[config.mk]
export PLATFORM = sky130hd
export DESIGN_NAME = bcd_count_ctrl_flat
export DESIGN_NICKNAME = d
export VERILOG_FILES = /design/src/rtl/bcd_ctrl_pkg.sv /design/src/rtl/bcd_count_ctrl_if.sv /design/src/rtl/bcd_tick_prescaler.sv /design/src/rtl/bcd_count_ctrl.sv /design/src/flat_wrapper.sv
export SDC_FILE = /design/constraint.sdc
export NUM_CORES = 1
export LEC_CHECK = 0
export ABC_AREA = 1
export CAP_MARGIN = 30
export CORE_MARGIN = 2
export CORE_UTILIZATION = 45
export DETAILED_ROUTE_END_ITERATION = 8
export GPL_TIMING_DRIVEN = 0
export PLACE_DENSITY = 0.72
export SYNTH_ARGS = -nofsm -noshare
export SYNTH_HDL_FRONTEND = slang
export SYNTH_HIERARCHICAL = 1
export SYNTH_SLANG_ARGS = --single-unit
export TNS_END_PERCENT = 1
[constraint.sdc]
create_clock -name sys_clk -period 4.3 [get_ports sys_clk]
set_input_delay 0.645 -clock sys_clk [delete_from_list [all_inputs] [get_ports sys_clk]]
set_output_delay 0.645 -clock sys_clk [all_outputs]
set_load 0.02 [all_outputs]
[src/rtl/bcd_ctrl_pkg.sv]
// Shared types and helpers for the BCD count controller.
// Holds the controller state encoding, BCD digit constants and the
// limit-validation function used when a terminal value is captured.
package bcd_ctrl_pkg;

    localparam int          BCD_W      = 4;
    localparam logic [3:0]  BCD_MAX    = 4'd9;
    localparam int          MAX_DIGITS = 8;

    typedef enum logic [1:0] {
        IDLE  = 2'd0,
        RUN   = 2'd1,
        PAUSE = 2'd2,
        DONE  = 2'd3
    } ctrl_state_e;

    // Returns 1 when any of the low 'digits' nibbles of 'value' is not a decimal digit.
    function automatic logic bcd_has_bad_nibble(
        input logic [MAX_DIGITS*BCD_W-1:0] value,
        input int                          digits
    );
        logic bad;
        bad = 1'b0;
        for (int i = 0; i < MAX_DIGITS; i++) begin
            if ((i < digits) && (value[i*BCD_W +: BCD_W] > BCD_MAX)) begin
                bad = 1'b1;
            end else begin
                bad = bad;
            end
        end
        return bad;
    endfunction

endpackage

[src/rtl/bcd_count_ctrl_if.sv]
// Command / chain bundle between the host side and the BCD count controller.
// The master side issues command pulses and presents the chain read-back;
// the slave side is the controller itself.
interface bcd_count_ctrl_if
    import bcd_ctrl_pkg::*;
#(
    parameter int DIGITS = 4
);
    logic                    cmd_start;
    logic                    cmd_stop;
    logic                    cmd_clear;
    logic [BCD_W*DIGITS-1:0] limit_bcd;
    logic [BCD_W*DIGITS-1:0] count_bcd;
    logic                    cnt_tick;
    logic                    cnt_clear;
    logic                    running;
    logic                    done;
    logic                    limit_err;

    modport master (
        output cmd_start, cmd_stop, cmd_clear, limit_bcd, count_bcd,
        input  cnt_tick, cnt_clear, running, done, limit_err
    );

    modport slave (
        input  cmd_start, cmd_stop, cmd_clear, limit_bcd, count_bcd,
        output cnt_tick, cnt_clear, running, done, limit_err
    );
endinterface

[src/rtl/bcd_tick_prescaler.sv]
// Free-running divider that produces the count-tick timing for the chain.
// Counts 0..PRESCALE-1 while enabled, holds while disabled, and returns to
// zero on restart. 'wrap' is high in the cycle the counter rolls over.
module bcd_tick_prescaler #(
    parameter int PRESCALE = 12_000_000
) (
    input  logic clk,
    input  logic rst,
    input  logic en,
    input  logic restart,
    output logic wrap
);
    localparam int            CW   = $clog2(PRESCALE);
    localparam logic [CW-1:0] LAST = CW'(PRESCALE - 1);

    logic [CW-1:0] cnt_r;

    // Phase counter: restart wins, otherwise advance and roll over while enabled.
    always_ff @(posedge clk or posedge rst) begin
        if (rst) begin
            cnt_r <= '0;
        end else if (restart) begin
            cnt_r <= '0;
        end else if (en) begin
            if (cnt_r == LAST) begin
                cnt_r <= '0;
            end else begin
                cnt_r <= cnt_r + CW'(1);
            end
        end
    end

    assign wrap = en && (cnt_r == LAST);

endmodule

[src/rtl/bcd_count_ctrl.sv]
// Run/stop/clear controller for a cascaded BCD digit-counter chain.
// Issues the chain's count tick from a prescaler, drives its synchronous clear,
// and halts when the chain read-back equals the captured BCD limit.
// Optional feature macro: BCD_COUNT_CTRL_AUTO_RESTART_EN -- on reaching the
// limit, clear the chain, pulse done and keep running instead of stopping.
module bcd_count_ctrl
    import bcd_ctrl_pkg::*;
#(
    parameter int DIGITS   = 4,
    parameter int PRESCALE = 12_000_000
) (
    input  logic             sys_clk,
    input  logic             sys_reset,
    bcd_count_ctrl_if.slave  bus
);
    localparam int VW = BCD_W * DIGITS;

    ctrl_state_e state_r, state_nxt;
    logic [VW-1:0] limit_q_r, limit_nxt;
    logic          limit_err_r, err_nxt;
    logic          cnt_tick_r, tick_nxt;
    logic          cnt_clear_r, clear_nxt;
    logic          running_r, running_nxt;
    logic          done_r, done_nxt;
    logic          done_pulse_s;
    logic          presc_en_s;
    logic          presc_restart_s;
    logic          wrap_s;
    logic          at_limit_s;
    logic          limit_bad_s;
    logic [MAX_DIGITS*BCD_W-1:0] limit_ext_s;

    bcd_tick_prescaler #(.PRESCALE(PRESCALE)) u_prescaler (
        .clk     (sys_clk),
        .rst     (sys_reset),
        .en      (presc_en_s),
        .restart (presc_restart_s),
        .wrap    (wrap_s)
    );

    assign limit_ext_s = (MAX_DIGITS*BCD_W)'(bus.limit_bcd);
    assign limit_bad_s = bcd_has_bad_nibble(limit_ext_s, DIGITS);
    assign at_limit_s  = (bus.count_bcd == limit_q_r);

    // Next-state and next-output decode; clear beats stop, stop beats start.
    always_comb begin
        state_nxt       = state_r;
        limit_nxt       = limit_q_r;
        err_nxt         = limit_err_r;
        tick_nxt        = 1'b0;
        clear_nxt       = 1'b0;
        done_pulse_s    = 1'b0;
        presc_en_s      = 1'b0;
        presc_restart_s = 1'b0;
        if (bus.cmd_clear) begin
            state_nxt       = IDLE;
            clear_nxt       = 1'b1;
            err_nxt         = 1'b0;
            presc_restart_s = 1'b1;
        end else begin
            case (state_r)
                IDLE: begin
                    if (bus.cmd_start && !bus.cmd_stop) begin
                        limit_nxt       = bus.limit_bcd;
                        err_nxt         = limit_bad_s;
                        presc_restart_s = 1'b1;
                        state_nxt       = limit_bad_s ? IDLE : RUN;
                    end else begin
                        state_nxt = IDLE;
                    end
                end
                RUN: begin
                    if (bus.cmd_stop) begin
                        // Prescaler holds so a later resume keeps the tick phase.
                        state_nxt = PAUSE;
                    end else begin
                        presc_en_s = 1'b1;
                        if (wrap_s && at_limit_s) begin
`ifdef BCD_COUNT_CTRL_AUTO_RESTART_EN
                            clear_nxt       = 1'b1;
                            done_pulse_s    = 1'b1;
                            presc_restart_s = 1'b1;
                            state_nxt       = RUN;
`else
                            state_nxt = DONE;
`endif
                        end else if (wrap_s) begin
                            tick_nxt = 1'b1;
                        end else begin
                            tick_nxt = 1'b0;
                        end
                    end
                end
                PAUSE: begin
                    if (bus.cmd_stop) begin
                        state_nxt = PAUSE;
                    end else if (bus.cmd_start) begin
                        state_nxt = RUN;
                    end else begin
                        state_nxt = PAUSE;
                    end
                end
                DONE: begin
                    state_nxt = DONE;
                end
                default: begin
                    state_nxt = IDLE;
                end
            endcase
        end
        running_nxt = (state_nxt == RUN);
        done_nxt    = (state_nxt == DONE) || done_pulse_s;
    end

    // Controller state register.
    always_ff @(posedge sys_clk or posedge sys_reset) begin
        if (sys_reset) begin
            state_r <= IDLE;
        end else begin
            state_r <= state_nxt;
        end
    end

    // Registered outputs and captured limit; clear is held high by reset so the chain zeroes.
    always_ff @(posedge sys_clk or posedge sys_reset) begin
        if (sys_reset) begin
            limit_q_r   <= '0;
            limit_err_r <= 1'b0;
            cnt_tick_r  <= 1'b0;
            cnt_clear_r <= 1'b1;
            running_r   <= 1'b0;
            done_r      <= 1'b0;
        end else begin
            limit_q_r   <= limit_nxt;
            limit_err_r <= err_nxt;
            cnt_tick_r  <= tick_nxt;
            cnt_clear_r <= clear_nxt;
            running_r   <= running_nxt;
            done_r      <= done_nxt;
        end
    end

    assign bus.cnt_tick  = cnt_tick_r;
    assign bus.cnt_clear = cnt_clear_r;
    assign bus.running   = running_r;
    assign bus.done      = done_r;
    assign bus.limit_err = limit_err_r;

endmodule

[src/flat_wrapper.sv]
// flat-port wrapper written by rule: the top's interface ports become plain ports
module bcd_count_ctrl_flat import bcd_ctrl_pkg::*;
#(
    parameter int DIGITS   = 4,
    parameter int PRESCALE = 12_000_000
)
  (sys_clk, sys_reset, bus_cmd_start, bus_cmd_stop, bus_cmd_clear, bus_limit_bcd, bus_count_bcd, bus_cnt_tick, bus_cnt_clear, bus_running, bus_done, bus_limit_err);
  bcd_count_ctrl_if #(.DIGITS(DIGITS)) bus_i ();
  input  logic sys_clk;
  input  logic sys_reset;
  input wire logic [$bits(bus_i.cmd_start)-1:0] bus_cmd_start;
  input wire logic [$bits(bus_i.cmd_stop)-1:0] bus_cmd_stop;
  input wire logic [$bits(bus_i.cmd_clear)-1:0] bus_cmd_clear;
  input wire logic [$bits(bus_i.limit_bcd)-1:0] bus_limit_bcd;
  input wire logic [$bits(bus_i.count_bcd)-1:0] bus_count_bcd;
  output wire logic [$bits(bus_i.cnt_tick)-1:0] bus_cnt_tick;
  output wire logic [$bits(bus_i.cnt_clear)-1:0] bus_cnt_clear;
  output wire logic [$bits(bus_i.running)-1:0] bus_running;
  output wire logic [$bits(bus_i.done)-1:0] bus_done;
  output wire logic [$bits(bus_i.limit_err)-1:0] bus_limit_err;
  assign bus_i.cmd_start = bus_cmd_start;
  assign bus_i.cmd_stop = bus_cmd_stop;
  assign bus_i.cmd_clear = bus_cmd_clear;
  assign bus_i.limit_bcd = bus_limit_bcd;
  assign bus_i.count_bcd = bus_count_bcd;
  assign bus_cnt_tick = bus_i.cnt_tick;
  assign bus_cnt_clear = bus_i.cnt_clear;
  assign bus_running = bus_i.running;
  assign bus_done = bus_i.done;
  assign bus_limit_err = bus_i.limit_err;
  bcd_count_ctrl #(.DIGITS(DIGITS), .PRESCALE(PRESCALE)) u_core (.sys_clk(sys_clk), .sys_reset(sys_reset), .bus(bus_i));
endmodule
## Word level (Yosys, flattened, before mapping)

Cells that the tools add are included.

- $add $sub $neg: 1
- Reduce and logical (&&, ||, !) cells: 10
- Order comparisons: 4
- Bitwise gates (word level): 1
- Equal/unequal tests: 7
- Multiplexer cells: 30

Operators with widths:

| kind | count |
|---|---|
| 24-bit two-way mux | 3 |
| 24-bit by 1-bit adder with 24-bit output, second input constant | 1 |
| 24-bit equality test, second input constant | 1 |
| 1-bit two-way mux | 20 |
| 16-bit equality test | 1 |
| 4-bit > comparator, second input constant | 4 |
| 2-bit two-way mux | 6 |
| 2-bit case mux with 4 select lines | 1 |
| 2-bit equality test, second input constant | 3 |
| 2-bit nonzero test | 3 |
| 2-bit by 1-bit equality test with 1-bit output, second input constant | 2 |
| 1-bit logical AND | 3 |
| 3-bit AND reduction | 1 |
| 2-bit zero test | 1 |
| 2-bit AND reduction | 1 |
| 1-bit zero test | 1 |
| 1-bit NOT | 1 |

- Register bits: 47
- Word-level logic and storage cells: 61
- Output and inout bits: 5
- Input bits: 37

## Depth between registers and ports, before layout

- Depth in word-level cells: 10
- Gate-level depth with buffers: 13
- Gate-level depth less buffers: 13

## Cells and area by module

Netlist, hierarchy kept.

By module, submodules not included:

| module | seq. area each (sq um) | cells an instance | area each (sq um) | times used |
|---|---|---|---|---|
| bcd_tick_prescaler | 600.6 | 217 | 1549.0 | 1 |
| bcd_count_ctrl | 576.8 | 178 | 1263.7 | 1 |

## Worst setup path after synthesis

No wires, ideal clock.

- Path kind: input-to-reg
- Start point: input bus_cmd_stop
- End point: register u_core.u_prescaler.cnt_r[19]
- Required time: 4.229 ns
- Path buffers: 0
- Library setup time: 0.071 ns
- Stages: 9
- Setup slack: 2.375 ns
- Arrival: 1.853 ns
- Cells stage by stage: nor4_2 > nor2_1 > inv_1 > nand2_1 > nor2_2 > nand2_1 > o21ai_1 > nand2_1 > nor2_1

- Word-level cells in the longest chain between the ends: 6
- Elaborated cells on any way between the ends: 10
- Those cells by class: 7 x mux; 3 x reduce/logical

RTL lines:

| element | line | RTL |
|---|---|---|
| start, declared | flat_wrapper.sv:12 | `input wire logic [$bits(bus_i.cmd_stop)-1:0] bus_cmd_stop;` |
| 1-bit zero test | bcd_count_ctrl.sv:63 | `if (bus.cmd_start && !bus.cmd_stop) begin` |
| 1-bit logical AND | bcd_count_ctrl.sv:63 |  |
| 1-bit two-way mux | bcd_count_ctrl.sv:63 |  |
| 1-bit two-way mux | bcd_count_ctrl.sv:61 | `case (state_r)` |
| 1-bit two-way mux | bcd_count_ctrl.sv:55 | `if (bus.cmd_clear) begin` |
| 24-bit two-way mux or 2-bit nonzero test (tied branches) | n/a |  |
| end signal, assigned | bcd_tick_prescaler.sv:28 | `cnt_r <= cnt_r + CW'(1);` |
| end, declared | bcd_tick_prescaler.sv:16 | `logic [CW-1:0] cnt_r;` |

Several ways; a longest one is shown, not always the timed one.
A chain may end at the register's enable or synchronous reset.

## Final worst setup path

- Start point: input bus_cmd_stop
- End point: register u_core.u_prescaler.cnt_r[19]

- Elaborated cells on any way between the ends: 10
- Those cells by class: 7 x mux; 3 x reduce/logical

RTL lines:

| element | line | RTL |
|---|---|---|
| 1-bit two-way mux | bcd_count_ctrl.sv:73 | `if (bus.cmd_stop) begin` |
| 1-bit two-way mux | bcd_count_ctrl.sv:61 |  |
| 1-bit two-way mux | bcd_count_ctrl.sv:55 |  |
| via u_core.presc_en_s | bcd_count_ctrl.sv:26 | `logic presc_en_s;` |
| 2-bit nonzero test (no line) | n/a |  |

The timed path passes the listed nets, and every way through them passes these cells.

==> results by group <==
Logic synthesis
  – Synthesized area per cell: 7.12 sq um
  – Post-Syn Area: 2810 sq um
  – Flops & latches, synth: 47
  – Syn_nets: 433
  – Synth top area cells: dfrtp_1, nand2_1, nor2_1, inv_1, nand3_1
  – Sequential area share after synthesis: 41.9%
  – Yosys top cell area share: 40.9%
  – Mapped Cells: 395
  – Ys Warns: 6
  – Cell taking the most area after synthesis: dfrtp_1
  – Synth unique cells: 29

Drt
  – Routed WL per cell: 11.6 microns
  – DRC Markers: 0
  – Violation count after the first detailed-route iteration: 130
  – Vias/cell: 4.89
  – Final Routed Wirelength: 6030 microns
  – Routed via count: 2,539
  – Post-route ant nets: 0
  – 1st-pass router iterations: 4

CTS
  – Post-CTS Setup Inserts: 0
  – CTS Buf Count: 5
  – Clk root buf: clkbuf_8
  – H-tree levels: 2
  – Post-cts sizing count: 0
  – Clock-pin slew on the worst setup and hold paths: 90 ps
  – Clock Tree Buf Depth: 2
  – Hold-fix buffers, CTS: 0
  – CTS tree: done
  – Clk Latency, worst-skew pair: 300 ps
  – CTS sink cnt: 47

Global route
  – GRT overflow: 0
  – Initial antenna violation count: 0
  – First-pass GRT wire length: 10,700 microns
  – Pin count of the biggest net entering global routing: 25
  – Vias in the first global route: 2,475
  – Tot GR Track Use: 18.5%

Cells and area
  – Most frequent cells in the layout: nand2_1, nor2_1, inv_1
  – Antenna Cells: 0
  – Register area: 1180 sq um
  – Design Area, Final: 3410 sq um
  – Share of cells above drive strength 1: 9.46%
  – Nets: 481
  – Multi-input logic area: 1360 sq um
  – Non-Filler Instances: 519
  – Filler cell count: 533
  – Syn-to-layout area delta: 21.1%
  – Leading cell type in the layout, fill and taps excluded: nand2_1

Setup path
  – Critical path fanouts, max: 4
  – Critical path arrival: 2580 ps
  – Crit path kind: in -> reg
  – Worst Reg-to-Reg Cells: 9
  – Crit path capture type: flop
  – Worst EP required: 4530 ps
  – Setup crit start kind: input pin

Placement
  – Area of placed instances: 3320 sq um
  – # placed instances: 511
  – Final RePlAce weighted congestion: 0.854
  – DP HPWL: 4740 microns
  – Port Buffers: 41

Min path
  – HP Class: reg -> reg
  – Worst Hold Depth: 2

Timing
  – Slew HR: 39.5%
  – Worst Skew: 6.81 ps
  – Crit share post-route: 54.7%
  – RSZ-0062 raised after global routing: no
  – Final setup TNS: 0 ps
  – Max Fclk: 425 MHz
  – Slew of the pin with the lowest slew margin: 906 ps
  – Final setup vio count: 0
  – Tmin final: 2350 ps
  – Final Hold Vio Count: 0
  – Final Max Slew Viols: 0

Floorplanning
  – Starting Density: 47.0%
  – Io pins: 42
  – Core area: 5990 sq um
  – Chip Height: 83.1 microns
  – Die span in x: 83.1 microns
  – Die area: 6900 sq um
  – Cell Rows: 28

Pwr
  – Power per cell area: 278 nW/um^2
  – LEAKAGE: 1.66 nW
  – Worst VDD drop: 0.169 mV

Outcome
  – Status: completed

Flow run
  – Max-cap violations: 0
==> stage by stage <==
step | hold slack (ps) | util, % | power [W] | worst slack, ps
finish | 516 | 56.9 | 0.000947 | 1950
global route | 549 | 56.9 | 0.00100 | 1760
floorplan | 475 | - | 0.000615 | 2380
CTS | 518 | 56.9 | 0.000960 | 1950
global placement | 487 | 55.4 | 0.000678 | 1660
detailed placement | 495 | 55.4 | 0.000685 | 1620
==> path summary, 6_finish.rpt <==
check                                                to                        start  slack (ps)
hold / removal              u_core/u_prescaler/cnt_r[1]  u_core/u_prescaler/cnt_r[1]         520
setup reg to reg           u_core/u_prescaler/cnt_r[19]            u_core/state_r[1]        2320
hold reg to reg             u_core/u_prescaler/cnt_r[1]  u_core/u_prescaler/cnt_r[1]         520
min in group asynchronous           u_core/limit_q_r[5]                    sys_reset         860
max in group asynchronous  u_core/u_prescaler/cnt_r[10]                    sys_reset        2860
setup / recovery           u_core/u_prescaler/cnt_r[19]                 bus_cmd_stop        1950
==> state kept, by name, summed over array words and instances, names as in the netlist <==
| signal | flops |
|---|---|
| u_core/bus.limit_err | 1 |
| u_core/bus.cnt_tick | 1 |
| u_core/state_r | 2 |
| u_core/bus.cnt_clear | 1 |
| u_core/limit_q_r | 16 |
| u_core/bus.done | 1 |
| u_core/bus.running | 1 |
| u_core/u_prescaler/cnt_r | 24 |
==> cell type report <==
cell class	count	area share [%]
Sequential cell	47	34.6
Clock inverter	2	0.514
Buffer	6	1.43
Multi-Input combinational cell	281	39.8
Timing Repair Buffer	41	12.0
Tap cell	75	2.75
Inverter	61	6.72
Clock buffer	6	2.13
==> cells by family (layout without fill, tap and decap cells) <==
kind of cell,count (synthesis),after routing,share of synthesized area (%)
XOR/XNOR,12,12,3.74
flip-flops,47,47,41.9
buffers and inverters,67,116,9.88
multiplexers,3,3,1.60
AND/OR/NAND/NOR,235,235,37.1
adder cells (fa/ha/maj),1,1,0.445
AO/OA/AOI/OAI,30,30,5.34
==> cell usage after synthesis <==
cell type / number
xnor2_1: 4
nand2_4: 1
nand2_1: 106
inv_1: 59
nor2_1: 71
buf_8: 1
nand3_1: 21
nand3_2: 1
a21oi_1: 18
inv_2: 2
o21ai_1: 1
buf_4: 1
buf_6: 1
nor2_4: 3
nor2_2: 10
nand3b_1: 1
nor3_1: 5
mux2_4: 3
buf_2: 3
dfrtp_1: 46
dfstp_2: 1
nand4_4: 1
nand2_2: 6
o21ai_0: 11
ha_1: 1
nand4_1: 5
nor3b_1: 3
xor2_1: 8
nor4_2: 1
==> power breakdown <==
part	leakage (nW)	internal [W]	switching [W]	total [W]
Combinational	1.01	0.0000837	0.0000918	0.000175
Clock	0.0454	0.000117	0.000155	0.000272
Sequential	0.606	0.000478	0.0000218	0.000499
==> metal layers <==
layer | vias to the layer above | GRT usage (%) | part of all wire (%)
met5 | - | 0 | 0
met3 | 6 | 3.08 | 3.8
met1 | 1179 | 23.1 | 46
met4 | 0 | 5.07 | 1.3
li1 | 1303 | - | -
met2 | 51 | 33.0 | 49
==> critical path, cell delays in order <==
cell and delay [ps]:
clkdlybuf4s50_1 480, nor4_2 510, nor2_1 200, inv_1 110
nand2_1 110, nor2_2 190, nand2_1 80, o21ai_1 120
nand2_1 60, nor2_1 80
(Power assumes the default switching activity.)
